`src/rtl/riscv_v_mask_alu_ctrl.sv`:
```
// Sequencer for the vector mask logical unit.
// One instruction in flight: reads vs1, vs2 and old vd over a shared read
// port, drives the mask ALU, merges the result with old vd under vl
// (tail-undisturbed) and writes back through a ready/valid port.
module riscv_v_mask_alu_ctrl #(
  parameter int MASK_W = 128,
  parameter int VL_W   = $clog2(MASK_W) + 1
) (
  input  logic              clk,
  input  logic              rst_n,
  input  logic              req_valid,
  output logic              req_ready,
  input  logic [2:0]        req_op,
  input  logic [4:0]        req_vs1,
  input  logic [4:0]        req_vs2,
  input  logic [4:0]        req_vd,
  input  logic [VL_W-1:0]   req_vl,
  output logic              rf_rd_en,
  output logic [4:0]        rf_rd_addr,
  input  logic [MASK_W-1:0] rf_rd_data,
  output logic              alu_is_mask,
  output logic              alu_is_and,
  output logic              alu_is_or,
  output logic              alu_is_xor,
  output logic              alu_is_negate_srca,
  output logic              alu_is_negate_result,
  output logic [MASK_W-1:0] alu_srca,
  output logic [MASK_W-1:0] alu_srcb,
  input  logic [MASK_W-1:0] alu_result,
  output logic              wr_valid,
  input  logic              wr_ready,
  output logic [4:0]        wr_addr,
  output logic [MASK_W-1:0] wr_data,
  output logic              done
);

  typedef enum logic [2:0] {
    IDLE   = 3'd0,
    RD_VS1 = 3'd1,
    RD_VS2 = 3'd2,
    RD_VD  = 3'd3,
    EXEC   = 3'd4,
    WB     = 3'd5
  } state_e;

  localparam logic [VL_W-1:0] VL_MAX = VL_W'(MASK_W);

  state_e            state_q, state_d;
  logic [2:0]        op_q;
  logic [4:0]        vs1_idx_q, vs2_idx_q, vd_idx_q;
  logic [VL_W-1:0]   vl_q;
  logic [MASK_W-1:0] vs1_q, vs2_q, wr_data_q;
  logic              done_pend_q;

  logic              can_accept;
  logic              accept;
  logic [VL_W-1:0]   vl_clamp;
  logic [MASK_W-1:0] merged;

  // A zero-length request still owes a done pulse next cycle, so hold off
  // new requests until it has been delivered.
  assign can_accept = (state_q == IDLE) && !done_pend_q;
  assign accept     = req_valid && can_accept;
  assign vl_clamp   = (req_vl > VL_MAX) ? VL_MAX : req_vl;

  // State register
  always_ff @(posedge clk or negedge rst_n) begin
    if (!rst_n) state_q <= IDLE;
    else        state_q <= state_d;
  end

  // Next-state logic: fixed read sequence, then stall in WB on wr_ready
  always_comb begin
    state_d = state_q;
    unique case (state_q)
      IDLE:    if (accept) state_d = (vl_clamp == '0) ? IDLE : RD_VS1;
      RD_VS1:  state_d = RD_VS2;
      RD_VS2:  state_d = RD_VD;
      RD_VD:   state_d = EXEC;
      EXEC:    state_d = WB;
      WB:      if (wr_ready) state_d = IDLE;
      default: state_d = IDLE;
    endcase
  end

  // Output decode; everything is gated by state so reset forces it to zero
  always_comb begin
    req_ready            = can_accept;
    rf_rd_en             = 1'b0;
    rf_rd_addr           = '0;
    alu_is_mask          = 1'b0;
    alu_is_and           = 1'b0;
    alu_is_or            = 1'b0;
    alu_is_xor           = 1'b0;
    alu_is_negate_srca   = 1'b0;
    alu_is_negate_result = 1'b0;
    alu_srca             = '0;
    alu_srcb             = '0;
    wr_valid             = 1'b0;
    wr_addr              = '0;
    wr_data              = '0;
    done                 = done_pend_q;
    unique case (state_q)
      RD_VS1: begin
        rf_rd_en   = 1'b1;
        rf_rd_addr = vs1_idx_q;
      end
      RD_VS2: begin
        rf_rd_en   = 1'b1;
        rf_rd_addr = vs2_idx_q;
      end
      RD_VD: begin
        rf_rd_en   = 1'b1;
        rf_rd_addr = vd_idx_q;
      end
      EXEC: begin
        alu_is_mask = 1'b1;
        alu_srca    = vs1_q;
        alu_srcb    = vs2_q;
        // op[2]: OR family; 011/111: XOR family; else AND family
        alu_is_xor           = (op_q[1:0] == 2'b11);
        alu_is_or            = op_q[2] && (op_q[1:0] != 2'b11);
        alu_is_and           = !op_q[2] && (op_q[1:0] != 2'b11);
        alu_is_negate_srca   = (op_q[1:0] == 2'b10);
        alu_is_negate_result = (op_q == 3'b001) || (op_q == 3'b101) ||
                               (op_q == 3'b111);
      end
      WB: begin
        wr_valid = 1'b1;
        wr_addr  = vd_idx_q;
        wr_data  = wr_data_q;
        done     = wr_ready;
      end
      default: ;
    endcase
  end

  // Tail-undisturbed merge: body bits from the ALU, tail bits from old vd,
  // which is on the read port during EXEC
  always_comb begin
    merged = '0;
    for (int i = 0; i < MASK_W; i++)
      merged[i] = (i < int'(vl_q)) ? alu_result[i] : rf_rd_data[i];
  end

  // Request latch, operand capture and result register
  always_ff @(posedge clk or negedge rst_n) begin
    if (!rst_n) begin
      op_q        <= '0;
      vs1_idx_q   <= '0;
      vs2_idx_q   <= '0;
      vd_idx_q    <= '0;
      vl_q        <= '0;
      vs1_q       <= '0;
      vs2_q       <= '0;
      wr_data_q   <= '0;
      done_pend_q <= 1'b0;
    end else begin
      done_pend_q <= accept && (vl_clamp == '0);
      if (accept) begin
        op_q      <= req_op;
        vs1_idx_q <= req_vs1;
        vs2_idx_q <= req_vs2;
        vd_idx_q  <= req_vd;
        vl_q      <= vl_clamp;
      end
      if (state_q == RD_VS2) vs1_q     <= rf_rd_data;
      if (state_q == RD_VD)  vs2_q     <= rf_rd_data;
      if (state_q == EXEC)   wr_data_q <= merged;
    end
  end

endmodule

```
`config.mk`:
```
export PLATFORM = sky130hd
export DESIGN_NAME = riscv_v_mask_alu_ctrl
export DESIGN_NICKNAME = d
export VERILOG_FILES = /design/src/rtl/riscv_v_mask_alu_ctrl.sv
export SDC_FILE = /design/constraint.sdc
export NUM_CORES = 1
export LEC_CHECK = 0
export BUFFER_PORTS_ARGS = -buffer_cell sky130_fd_sc_hd__buf_2
export CORE_AREA = 2 2 265 267
export CTS_CLUSTER_DIAMETER = 200
export DETAILED_ROUTE_END_ITERATION = 16
export DIE_AREA = 0 0 267 269
export GPL_TIMING_DRIVEN = 0
export MAX_ROUTING_LAYER = met4
export PLACE_DENSITY_LB_ADDON = 0.25
export RECOVER_POWER = 50
export SETUP_SLACK_MARGIN = 0.3
export SKIP_CTS_REPAIR_TIMING = 1
export SLEW_MARGIN = 20
export SYNTH_ARGS = -nofsm -noshare
export SYNTH_HDL_FRONTEND = slang
export SYNTH_SLANG_ARGS = --single-unit
```
`constraint.sdc`:
```
create_clock -name clk -period 1.8 [get_ports clk]
set_input_delay 0 -clock clk [delete_from_list [all_inputs] [get_ports clk]]
set_output_delay 0 -clock clk [all_outputs]
set_load 0.005 [all_outputs]
```
; ---- Word-level counts from Yosys, hierarchy flattened
; Index checks and enable logic that the tools add are counted.
; Widths: inputs -> output; s select.
[word_totals]
in_bits = 286
mem_bits_rw = 0
mem_count = 0
latch_bits = 0
mem_bits_ro = 0
register_bits = 414
out_inout_bits = 404
[op_classes]
n_shift = 0
reduce_logical = 13
mul = 0
div_mod_pow = 0
n_eq_ne = 13
n_bitwise = 0
addsub = 0
mux = 147
n_lt_le_gt_ge = 129
[op_table]
columns = cell, n
row1 = $lt 7x8->1 const A, 64
row2 = $mux 128, 3
row3 = $lt 6x8->1 const A, 32
row4 = $mux 1, 138
row5 = $lt 5x8->1 const A, 16
row6 = $lt 4x8->1 const A, 8
row7 = $lt 3x8->1 const A, 4
row8 = $pmux 3 s6, 1
row9 = $lt 1x8->1 const A, 2
row10 = $lt 2x8->1 const A, 2
row11 = $pmux 5 s3, 1
row12 = $eq 3x3->1 const B, 4
row13 = $gt 8x8->1 const B, 1
row14 = $logic_not 8->1, 1
row15 = $mux 8, 1
row16 = $eq 3x1->1 const B, 2
row17 = $eq 3x2->1 const B, 2
row18 = $mux 3, 2
row19 = $ne 2x2->1 const B, 3
row20 = $logic_and 1x1->1, 5
row21 = $mux 5, 1
row22 = $eq 2x2->1 const B, 2
row23 = $logic_not 3->1, 1
row24 = $reduce_or 3->1, 1
row25 = other kinds (3), 5

; ---- Depth between registers and ports, before layout
[logic_depth]
depth_word = 6
mapped_depth = 7
ltp_nobuf = 5

; ---- Worst setup path before layout
; Ideal clock, no wire load.
[synth_path]
path_type = reg2reg
startpoint = reg vl_q[2]
endpoint = reg wr_data_q[72]
synth_period_minus_slack_ps = 1688
setup_time_ps = 126
n_path_buf = 2
setup_slack_ps = 112
arrival_time_ps = 1561
stages_incl_launch_ff = 7
path_cell_list = dfrtp_1 > buf_6 > or3_1 > buf_2 > a311oi_1 > mux2i_1 > o21ai_2
[synth_between]
elab_chain_len = 2
[synth_lines]
columns = item, line
row1 = "start, declared", 51  ; logic [VL_W-1:0] vl_q;
row2 = "start signal, assigned", 165  ; vl_q <= vl_clamp;
row3 = $lt 7x8->1, 143  ; merged[i] = (i < int'(vl_q)) ? alu_result[i] : rf_rd_data[i];
row4 = $mux 1, 143
row5 = "end signal, assigned", 169  ; if (state_q == EXEC) wr_data_q <= merged;
row6 = "end, declared", 52  ; logic [MASK_W-1:0] vs1_q, vs2_q, wr_data_q;
; Every way passes these cells.
; A chain may end at the register's enable or synchronous reset.

; ---- Worst setup path after layout
[layout_path]
startpoint = reg state_q[0]
endpoint = out wr_data[28]
[layout_between]
elab_chain_len = 2
[layout_lines]
columns = item, line
row1 = "start, declared", 48  ; state_e state_q, state_d;
row2 = "start signal, assigned", 69  ; else state_q <= state_d;
row3 = $eq 3x3->1, 103  ; unique case (state_q)
row4 = $mux 128, 103
row5 = "end, declared", 33  ; output logic [MASK_W-1:0] wr_data,
; Every way passes these cells.

==> flow_summary.yaml <==
floorplanning:
  core_area_um2: 69300
  die-area_um2: 71800
  initial_core_util_pct: 29.9
  ioPinCount: 690
  row_count: 97
  die-height_um: 269
  dieWidth_um: 267
routing:
  drc: 0
  drt_first_pass_iters: 5
  wl_per_cell_um: 36.2
  wl_um: 145000
  first_iter_violations: 2621
  ant_nets: 0
  viasPerCell: 5.75
  num_vias: 23000
placed_design:
  dp_slack_ns: -0.960
  port_buffers: 689
  post-dp-hpwl_um: 104000
  globalplace.congestion: 0.967
pwr:
  total_power_mw: 61.3
  powerDensity_nw_per_um2: 1860
  peakVddDrop_uv: 1150
  leakage_nw: 16.7
layout:
  fill_cells: 6542
  drive_above_1_share_pct: 47.7
  post-route-util_pct: 47.4
  final_common_cell: "buf_2"
  final_cell_mix: "buf_2, dfrtp_1, and3_1"
  fin_nets: 3278
  area_growth_pct: 58.5
logic_synthesis:
  ys_top_cells_by_area: "dfrtp_1, mux2_2, and3_1"
  ys_dominant_reg_cell: "dfrtp_1"
  synth_edf_count: 0
  yosysTopAreaCellShare_pct: 50.0
  ys_ff_latch: 414
  yosysTopAreaCell: "dfrtp_1"
  syn-num-nets: 2205
  synth_cells: 1919
  syn_avg_cell_area_um2: 10.8
  synthDistinctLibCells: 63
  synthArstFlopShare_pct: 100
  yosysSeqAreaShare_pct: 50.0
  ys_warn_count: 0
  netlist_area_um2: 20700
timing:
  finClkSkew_ns: 0.0175
  finalMaxSlewViolations: 0
  finalSetupViolCount: 779
  post-route-period-util_pct: 122
  hold_viol_final: 0
  max_freq_ghz: 0.456
  period_needed_ns: 2.19
  setup-tns-final_ns: -168.80
  max_slew.worst_pin.slew_ns: 1.17
  slew_headroom_pct: 22.0
  rsz0062_at_grt: "true"
  fin_ws_ns: -0.391
critical_path:
  worstReg2RegStart: "state_q[0]$_DFFE_PN0P_"
  reg2reg_depth: 7
  critPathLaunch: "state_q[0]$_DFFE_PN0P_"
  cp-end-kind: "primary output"
  crit_slowest_cell: "dfrtp_2"
  arrival_ns: 2.19
  worstPathCellList: "buf_8, nor2b_4, buf_12, buf_4, and3_1, buf_2"
  r2r-end: "wr_data_q[29]$_DFFE_PN0P_"
  max_stage_delay_ns: 0.45
  worstSetupPathType: "reg -> out"
  rrSetupSlack_ns: -0.35
  cp-start-kind: "flip-flop"
  required_ns: 1.80
  path_max_fanout: 13
global_route:
  grt_pass1_wl_um: 181000
  grtUsageTotal_pct: 38.8
  overflow: 0
  grt_pass1_vias: 20900
  grt_max_degree: 94
  antenna_found_initial: 27
flow_run:
  drv_cap: 0
clock_tree:
  cts_tree: "built"
  clkTransAtPathRegs_ns: 0.06
  root_buffer: "clkbuf_16"
  cts_sinks: 414
  cts_max_level: 2
  numCtsBuffers: 51
  clock_latency_ns: 0.61
  clockBufferDepth: 3
outcome:
  status: "finished with violations"
  violations: "setup timing"
worst_hold_path:
  hold_path.class: "in -> async"
## cell families (layout without fill, tap and decap cells)
family | Yosys count | count (layout) | share of synthesized area (%)
other | 0 | 32 | 0
xor gates and xnor gates | 1 | 1 | 0.0422
AOI/OAI and AO/OA | 286 | 286 | 8.02
muxes | 389 | 389 | 20.5
buffers and inverters | 201 | 1309 | 4.33
and+or+nand+nor | 628 | 628 | 17.2
DFF | 414 | 414 | 50.0
## cells in the mapped netlist (all sizes together), types with 6 or more instances
| master | count |
|---|---|
| dfrtp | 414 |
| and3 | 393 |
| mux2 | 281 |
| o21ai | 136 |
| nand2 | 127 |
| clkbuf | 109 |
| mux2i | 108 |
| buf | 87 |
| a21oi | 67 |
| nor2 | 50 |
| a31oi | 25 |
| nand3 | 16 |
| a211oi | 12 |
| o22ai | 11 |
| nand2b | 9 |
| nand3b | 6 |
## cell type report
class	count	area [um2]	share of cell area, %
Clock inverter	13	125	0.381
Inverter	5	23.8	0.0723
Clock buffer	75	1510	4.59
Timing Repair Buffer	1020	7270	22.1
Buffer	196	2070	6.28
Sequential cell	414	10400	31.5
Multi-Input combinational cell	1304	10300	31.2
Tap cell	940	1180	3.58
Antenna cell	32	80.1	0.244
## worst max path at each step
stage	to
final	wr_data[28]
after global placement	op_q[1]$_DFFE_PN0P_
after global routing	alu_srca[0]
after detailed placement	wr_data[46]
after CTS	wr_data[46]
after floorplan	wr_data_q[64]$_DFFE_PN0P_
## per-stage QoR
step           hold WS, ns  std cells  area (um2)
3_5_place_dp        -0.216       3554       25900
3_3_place_gp         0.237       3548       25700
6_report            0.0556       3999       32900
5_1_grt              0.115       3983       32800
4_1_cts             -0.855       3642       27500
2_1_floorplan       -0.296       1919       21100
## layer usage
| metal | up-vias | GRT usage (%) | part of all wire [%] |
|---|---|---|---|
| met5 | - | - | 0 |
| li1 | 9102 | - | - |
| met3 | 448 | 9.85 | 10 |
| met4 | 0 | 22.1 | 6.5 |
| met1 | 11700 | 46.8 | 38 |
| met2 | 1705 | 59.2 | 45 |
## report_power, final
part | internal (mW) | total (mW) | switching [mW] | leakage (nW)
Sequential | 14.1 | 16.7 | 2.62 | 4.89
Combinational | 13.5 | 34.1 | 20.6 | 11.0
Clock | 6.04 | 10.4 | 4.40 | 0.807
Total | 33.6 | 61.3 | 27.6 | 16.7
## critical path, delay by kind of cell, from the launching register on
family | cells | cell delay [ns]
and+or+nand+nor | 2 | 0.40
buffers and inverters | 4 | 0.73
DFF | 1 | 0.45
## sequential cells by signal, indices dropped and copies added, names as in the netlist
signal / flops
done_pend_q: 1
op_q: 3
state_q: 3
vd_idx_q: 5
vl_q: 8
vs1_idx_q: 5
vs1_q: 128
vs2_idx_q: 5
vs2_q: 128
wr_data_q: 128
No activity file was read; power rests on OpenSTA's default activity.
